[src/rtl/seq_det_pkg.sv]
// Shared definitions for the sequence-detector self-test sequencer.
// Contents:
//   state_t          - sequencer FSM state encoding
//   DET_RESET_ACTIVE - level that holds the detector in reset
//   idx_width()      - width of the bit_idx output for a given pattern length
package seq_det_pkg;

  typedef enum logic [1:0] {
    IDLE  = 2'd0,
    CLEAR = 2'd1,
    SHIFT = 2'd2,
    DRAIN = 2'd3
  } state_t;

  localparam logic DET_RESET_ACTIVE = 1'b1;

  // bit_idx must be able to hold the value pat_w (all bits driven).
  function automatic int idx_width(input int pat_w);
    return $clog2(pat_w + 1);
  endfunction

endpackage

[src/rtl/seq_det_hit_counter.sv]
// Saturating hit counter for one sequencer run.
// Ports:
//   clk    - rising-edge clock
//   reset  - synchronous, active-low reset (count -> 0)
//   clr    - zero the count at the next edge (wins over en)
//   en     - add one at the next edge unless already at the maximum
//   total  - the count as it will be after this edge, i.e. the registered
//            count plus this cycle's clr/en effect; lets the owner capture
//            a final result that includes the current cycle's hit
module seq_det_hit_counter #(
  parameter int CNT_W = 4
) (
  input  logic             clk,
  input  logic             reset,
  input  logic             clr,
  input  logic             en,
  output logic [CNT_W-1:0] total
);

  localparam logic [CNT_W-1:0] CNT_MAX = '1;

  logic [CNT_W-1:0] count;

  always_comb begin
    total = count;
    if (clr) begin
      total = '0;
    end else if (en && (count != CNT_MAX)) begin
      total = count + CNT_W'(1);
    end
  end

  always_ff @(posedge clk) begin
    if (!reset) begin
      count <= '0;
    end else begin
      count <= total;
    end
  end

endmodule

[src/rtl/seq_det_sequencer.sv]
// Self-test sequencer for one Moore sequence detector.
// Captures a parallel pattern on start, holds the detector in reset for
// CLR_CYC clocks, shifts the pattern out on ain one bit per clock, counts
// the clocks in which the detector reports a hit, and reports the count
// with a one-cycle done pulse.
// Ports:
//   sys_clock  - system clock, rising edge
//   reset      - synchronous, active-low block reset
//   start      - run request, only honoured in IDLE
//   abort      - cancel a run (also masks start in IDLE)
//   pattern    - test pattern, captured when start is accepted
//   ready      - high in IDLE
//   det_reset  - active-high reset to the detector
//   ain        - serial bit to the detector
//   detected   - Moore output of the detector
//   busy       - high in CLEAR, SHIFT, DRAIN
//   done       - one-cycle pulse when a run completes
//   hits       - hit count of the last completed run
//   bit_idx    - number of pattern bits driven so far in this run
//   dbg_state  - current FSM state, for checkers
// Handshake: start is a request sampled only while ready=1; it is accepted
// at the edge where ready=1, start=1, abort=0, and the run's completion is
// signalled by done. There is no backpressure on done/hits.
module seq_det_sequencer
  import seq_det_pkg::*;
#(
  parameter int  PAT_W     = 16,
  parameter int  CNT_W     = 4,
  parameter int  CLR_CYC   = 2,
  parameter bit  MSB_FIRST = 1'b1,
  localparam int IDX_W     = idx_width(PAT_W)
) (
  input  logic             sys_clock,
  input  logic             reset,
  input  logic             start,
  input  logic             abort,
  input  logic [PAT_W-1:0] pattern,
  output logic             ready,
  output logic             det_reset,
  output logic             ain,
  input  logic             detected,
  output logic             busy,
  output logic             done,
  output logic [CNT_W-1:0] hits,
  output logic [IDX_W-1:0] bit_idx,
  output state_t           dbg_state
);

  localparam int              CLR_W    = $clog2(CLR_CYC + 1);
  localparam logic [CLR_W-1:0] CLR_LAST = CLR_W'(CLR_CYC - 1);

  state_t           state, state_nxt;
  logic [PAT_W-1:0] sreg, sreg_shifted;
  logic [CLR_W-1:0] clr_cnt;
  logic             accept, abort_hit, sample, next_bit;
  logic             ain_d, det_reset_d, done_d;
  logic [CNT_W-1:0] run_total;

  assign ready     = (state == IDLE);
  assign busy      = (state != IDLE);
  assign dbg_state = state;

  assign accept    = (state == IDLE) && start && !abort;
  assign abort_hit = busy && abort;

  assign next_bit     = MSB_FIRST ? sreg[PAT_W-1] : sreg[0];
  assign sreg_shifted = MSB_FIRST ? {sreg[PAT_W-2:0], 1'b0} : {1'b0, sreg[PAT_W-1:1]};

  // The detector registers ain at the end of the cycle it is driven, so the
  // first SHIFT cycle still shows the cleared detector and the DRAIN cycle
  // shows the effect of the last bit.
  assign sample = ((state == SHIFT) && (bit_idx >= IDX_W'(2))) || (state == DRAIN);

  // State register
  always_ff @(posedge sys_clock) begin
    if (!reset) begin
      state <= IDLE;
    end else begin
      state <= state_nxt;
    end
  end

  // Next-state logic
  always_comb begin
    state_nxt = state;
    case (state)
      IDLE:    if (accept) state_nxt = CLEAR;
      CLEAR:   if (abort) state_nxt = IDLE;
               else if (clr_cnt == CLR_LAST) state_nxt = SHIFT;
      SHIFT:   if (abort) state_nxt = IDLE;
               else if (bit_idx == IDX_W'(PAT_W)) state_nxt = DRAIN;
      DRAIN:   state_nxt = IDLE;
      default: state_nxt = IDLE;
    endcase
  end

  // Output decode: values the registered outputs take in the next state.
  always_comb begin
    det_reset_d = ~DET_RESET_ACTIVE;
    ain_d       = 1'b0;
    done_d      = 1'b0;
    // An abort clears the detector for the one cycle that follows it.
    if ((state_nxt == CLEAR) || abort_hit) det_reset_d = DET_RESET_ACTIVE;
    if (state_nxt == SHIFT) ain_d = next_bit;
    if ((state == DRAIN) && !abort) done_d = 1'b1;
  end

  // Datapath and registered outputs
  always_ff @(posedge sys_clock) begin
    if (!reset) begin
      sreg      <= '0;
      clr_cnt   <= '0;
      bit_idx   <= '0;
      ain       <= 1'b0;
      det_reset <= DET_RESET_ACTIVE;
      done      <= 1'b0;
      hits      <= '0;
    end else begin
      ain       <= ain_d;
      det_reset <= det_reset_d;
      done      <= done_d;
      if (accept) begin
        sreg    <= pattern;
        bit_idx <= '0;
      end else if (state_nxt == SHIFT) begin
        sreg    <= sreg_shifted;
        bit_idx <= bit_idx + IDX_W'(1);
      end
      clr_cnt <= (state == CLEAR) ? clr_cnt + CLR_W'(1) : '0;
      if (done_d) hits <= run_total;
    end
  end

  seq_det_hit_counter #(
    .CNT_W (CNT_W)
  ) u_hit_counter (
    .clk   (sys_clock),
    .reset (reset),
    .clr   (accept),
    .en    (sample && detected),
    .total (run_total)
  );

endmodule

[config.mk]
export PLATFORM = sky130hd
export DESIGN_NAME = seq_det_sequencer
export DESIGN_NICKNAME = d
export VERILOG_FILES = /design/src/rtl/seq_det_pkg.sv /design/src/rtl/seq_det_hit_counter.sv /design/src/rtl/seq_det_sequencer.sv
export SDC_FILE = /design/constraint.sdc
export NUM_CORES = 1
export LEC_CHECK = 0
export ABC_AREA = 1
export CAP_MARGIN = 20
export CELL_PAD_IN_SITES_DETAIL_PLACEMENT = 0
export CELL_PAD_IN_SITES_GLOBAL_PLACEMENT = 1
export CORE_ASPECT_RATIO = 1.4
export CORE_MARGIN = 4
export CORE_UTILIZATION = 39
export CTS_CLUSTER_SIZE = 40
export DETAILED_ROUTE_END_ITERATION = 10
export GPL_TIMING_DRIVEN = 0
export PLACE_DENSITY_LB_ADDON = 0.15
export SLEW_MARGIN = 0
export SYNTH_ARGS = -nofsm -noshare
export SYNTH_HDL_FRONTEND = slang
export SYNTH_SLANG_ARGS = --single-unit
[constraint.sdc]
create_clock -name sys_clock -period 2.6 [get_ports sys_clock]
set_input_delay 0.39 -clock sys_clock [delete_from_list [all_inputs] [get_ports sys_clock]]
set_output_delay 0.39 -clock sys_clock [all_outputs]
set_load 0.005 [all_outputs]
==> results.yml <==
grt:
  grt_pass1_vias: 1708
  globalRouteTotalUtil_pct: 16.31
  grt_start_max_net_pins: 12
  grt_pass1_wl_um: 7389
  grt.overflow.total: 0
  antenna_found_initial: 0
timing:
  layout_min_cycle_time_ns: 1.812
  slew_headroom_pct: 59.85
  drv_slew: 0
  setup_viol_count_final: 0
  period_share_pct: 69.69
  hold_ws_ns: 0.4219
  hold_viol: 0
  rsz0062_at_grt: "no"
  setup_slack_ns: 0.7882
  timing.fmax_mhz: 551.9
  finalClockSkew_ns: 0.004499
  worst_pin_slew_ns: 0.6023
  finalSetupTns_ns: 0
routing:
  ant_nets: 0
  via_count: 1729
  wl_per_cell_um: 11.85
  drt_iter0_drc: 55
  dr.pass1.iters: 4
  viasPerCell: 4.816
  drc_errors: 0
  wl_um: 4253
placed_design:
  post-place-ws_ns: 0.4916
  hpwl_um: 3112
  io_buffers: 36
  place.gp.congestion: 0.7240
clock_network:
  cts_tree: "yes"
  cts_setup_buffers: 0
  clock_path_buffers: 2
  clock_sinks: 36
  cts_buffers: 5
  clockRootBuffer: "clkbuf_8"
  clock_latency_ns: 0.29
  htreeDepth: 2
  clk_pin_slew_worst_paths_ns: 0.07
  post_cts_resized: 0
  cts.hold.buffers_added: 0
yosys:
  synth_nets: 279
  syn-cell-area_um2: 1839
  ys_types: 26
  synth_area_leader_cell: "dfxtp_1"
  syn_area_per_cell_um2: 7.270
  synth_seq_cells: 36
  synth_cells: 253
  yosysTopAreaCellShare_pct: 39.18
  yosys-top-cells-area: "dfxtp_1, nand2_1, nand3_1, a21oi_2, nand2_2"
  synth.yosys.seq_area_share_pct: 39.18
  yosysWarnings: 0
hold_path:
  hold_end: "clr_cnt[0]$_SDFF_PN0_"
  hold_start: "clr_cnt[0]$_SDFF_PN0_"
  hold_path_depth: 1
  hold_class: "register to register"
power:
  peakVddDrop_uv: 254.1
  finalPower_mw: 1.107
  power_density_nw_per_um2: 467.1
  leakage_nw: 0.9574
critical_path:
  crit_type: "register to output pin"
  worstPathMaxFanout: 7
  start_kind: "register"
  worst_ep_required_time_ns: 2.21
  r2r_start: "bit_idx[0]$_SDFFE_PP0N_"
  r2r_end: "sreg[5]$_SDFFE_PN0P_"
  worst-r2r-cell-count: 11
  crit_arrival_ns: 1.42
  endpoint_kind: "output pin"
  rrSetupSlack_ns: 0.80
floorplan:
  die_h_um: 89.26
  dieArea_um2: 5894
  io_pins: 37
  start_util_pct: 40.55
  die_w_um: 66.04
  rows: 29
  fp.coreArea_um2: 4536
final_layout:
  nets: 322
  drive_above_1_share_pct: 16.50
  antenna_cells: 0
  syn_to_final_growth_pct: 28.84
status:
  status: "finished, final reports clean"
flow_run:
  cap_violations: 0
==> kinds of logic after synthesis <==
kind of cell	count (synthesis)	share of synthesized area [%]
buffers and inverters	29	8.163
adder cells (fa/ha/maj)	5	3.401
XOR/XNOR	5	2.381
flip-flops	36	39.18
AND/OR/NAND/NOR	144	34.76
AO/OA/AOI/OAI	34	12.11
==> flip-flops by register name, indices dropped and copies added, names as in the netlist, 2 cells and up <==
name and flops:
dbg_state 2, sreg 16, clr_cnt 2, bit_idx 5, u_hit_counter.count 4, hits 4
==> cells in the mapped netlist <==
library cell / n
nand2_1: 79
dfxtp_1: 36
nand3_1: 29
a21oi_1: 16
nor2_1: 16
inv_1: 14
nand2_2: 13
a21oi_2: 11
o21ai_0: 6
ha_1: 5
buf_4: 4
inv_2: 4
xor2_1: 4
buf_2: 2
clkbuf_1: 2
nand3_2: 2
buf_12: 1
buf_6: 1
clkinv_1: 1
nand3b_1: 1
nand4_1: 1
nor2_2: 1
nor3_2: 1
nor4_1: 1
o21ai_4: 1
xnor2_1: 1
==> power by group <==
| part | switching (mW) | total (mW) | internal [mW] |
|---|---|---|---|
| sequential | 0.00543 | 0.565 | 0.560 |
| clock | 0.203 | 0.414 | 0.211 |
| combinational | 0.0658 | 0.127 | 0.0615 |
| total | 0.274 | 1.11 | 0.833 |
==> metrics by stage <==
| stage | std cells | instance area, µm² | utilization (%) |
|---|---|---|---|
| after floorplan | 253 | 1839 | - |
| after global placement | 351 | 2277 | 50.21 |
| after detailed placement | 351 | 2277 | 50.21 |
| after CTS | 359 | 2370 | 52.25 |
| after global routing | 359 | 2370 | 52.25 |
| final | 359 | 2370 | 52.25 |
==> how the worst max path moves through the flow <==
stage / to / slack, ns / cells past startpoint / start
final: ready / 0.79 / 2 / dbg_state[0]$_SDFF_PN0_
after global routing: sreg[8]$_SDFFE_PN0P_ / 0.58 / 11 / bit_idx[1]$_SDFFE_PP0N_
after CTS: ready / 0.77 / 2 / dbg_state[0]$_SDFF_PN0_
after detailed placement: sreg[5]$_SDFFE_PN0P_ / 0.49 / 9 / abort
after global placement: sreg[5]$_SDFFE_PN0P_ / 0.49 / 9 / abort
after floorplan: sreg[5]$_SDFFE_PN0P_ / 1.05 / 11 / bit_idx[0]$_SDFFE_PP0N_
==> metal layers <==
layer	vias to the layer above	GRT usage [%]	wire, µm	part of all wire [%]
li1	896	-	-	-
met1	793	17.99	1814	43
met2	32	29.29	2145	50
met3	8	4.025	197	4.6
met4	0	7.394	96	2.3
met5	-	0	0	0
==> area by class of cell <==
class	instances	area [µm²]
clock inverter	2	10.01
timing repair buffer	36	360.3
tap	62	77.57
fill	474	2166
sequential	36	720.7
clock buffer	6	82.58
buffer	10	78.83
multi-input combinational	188	968.4
inverter	19	71.32
==> placed cells by master, fill, tap and decap left out <==
cell,n
a21oi_1,16
a21oi_2,11
buf_12,1
buf_2,2
buf_4,4
buf_6,1
clkbuf_1,2
clkbuf_8,6
clkdlybuf4s50_1,36
clkinv_1,1
clkinv_2,2
dfxtp_1,36
ha_1,5
inv_1,14
inv_2,4
nand2_1,79
nand2_2,13
nand3_1,29
nand3_2,2
nand3b_1,1
nand4_1,1
nor2_1,16
nor2_2,1
nor3_2,1
nor4_1,1
o21ai_0,6
o21ai_4,1
xnor2_1,1
xor2_1,4
==> worst max-delay path: stages (launching register included) <==
cell             delay [ns]
dfxtp_1                0.38
nor2_2                 0.21
clkdlybuf4s50_1        0.54
Note: power is estimated with default switching activity, not from simulation.
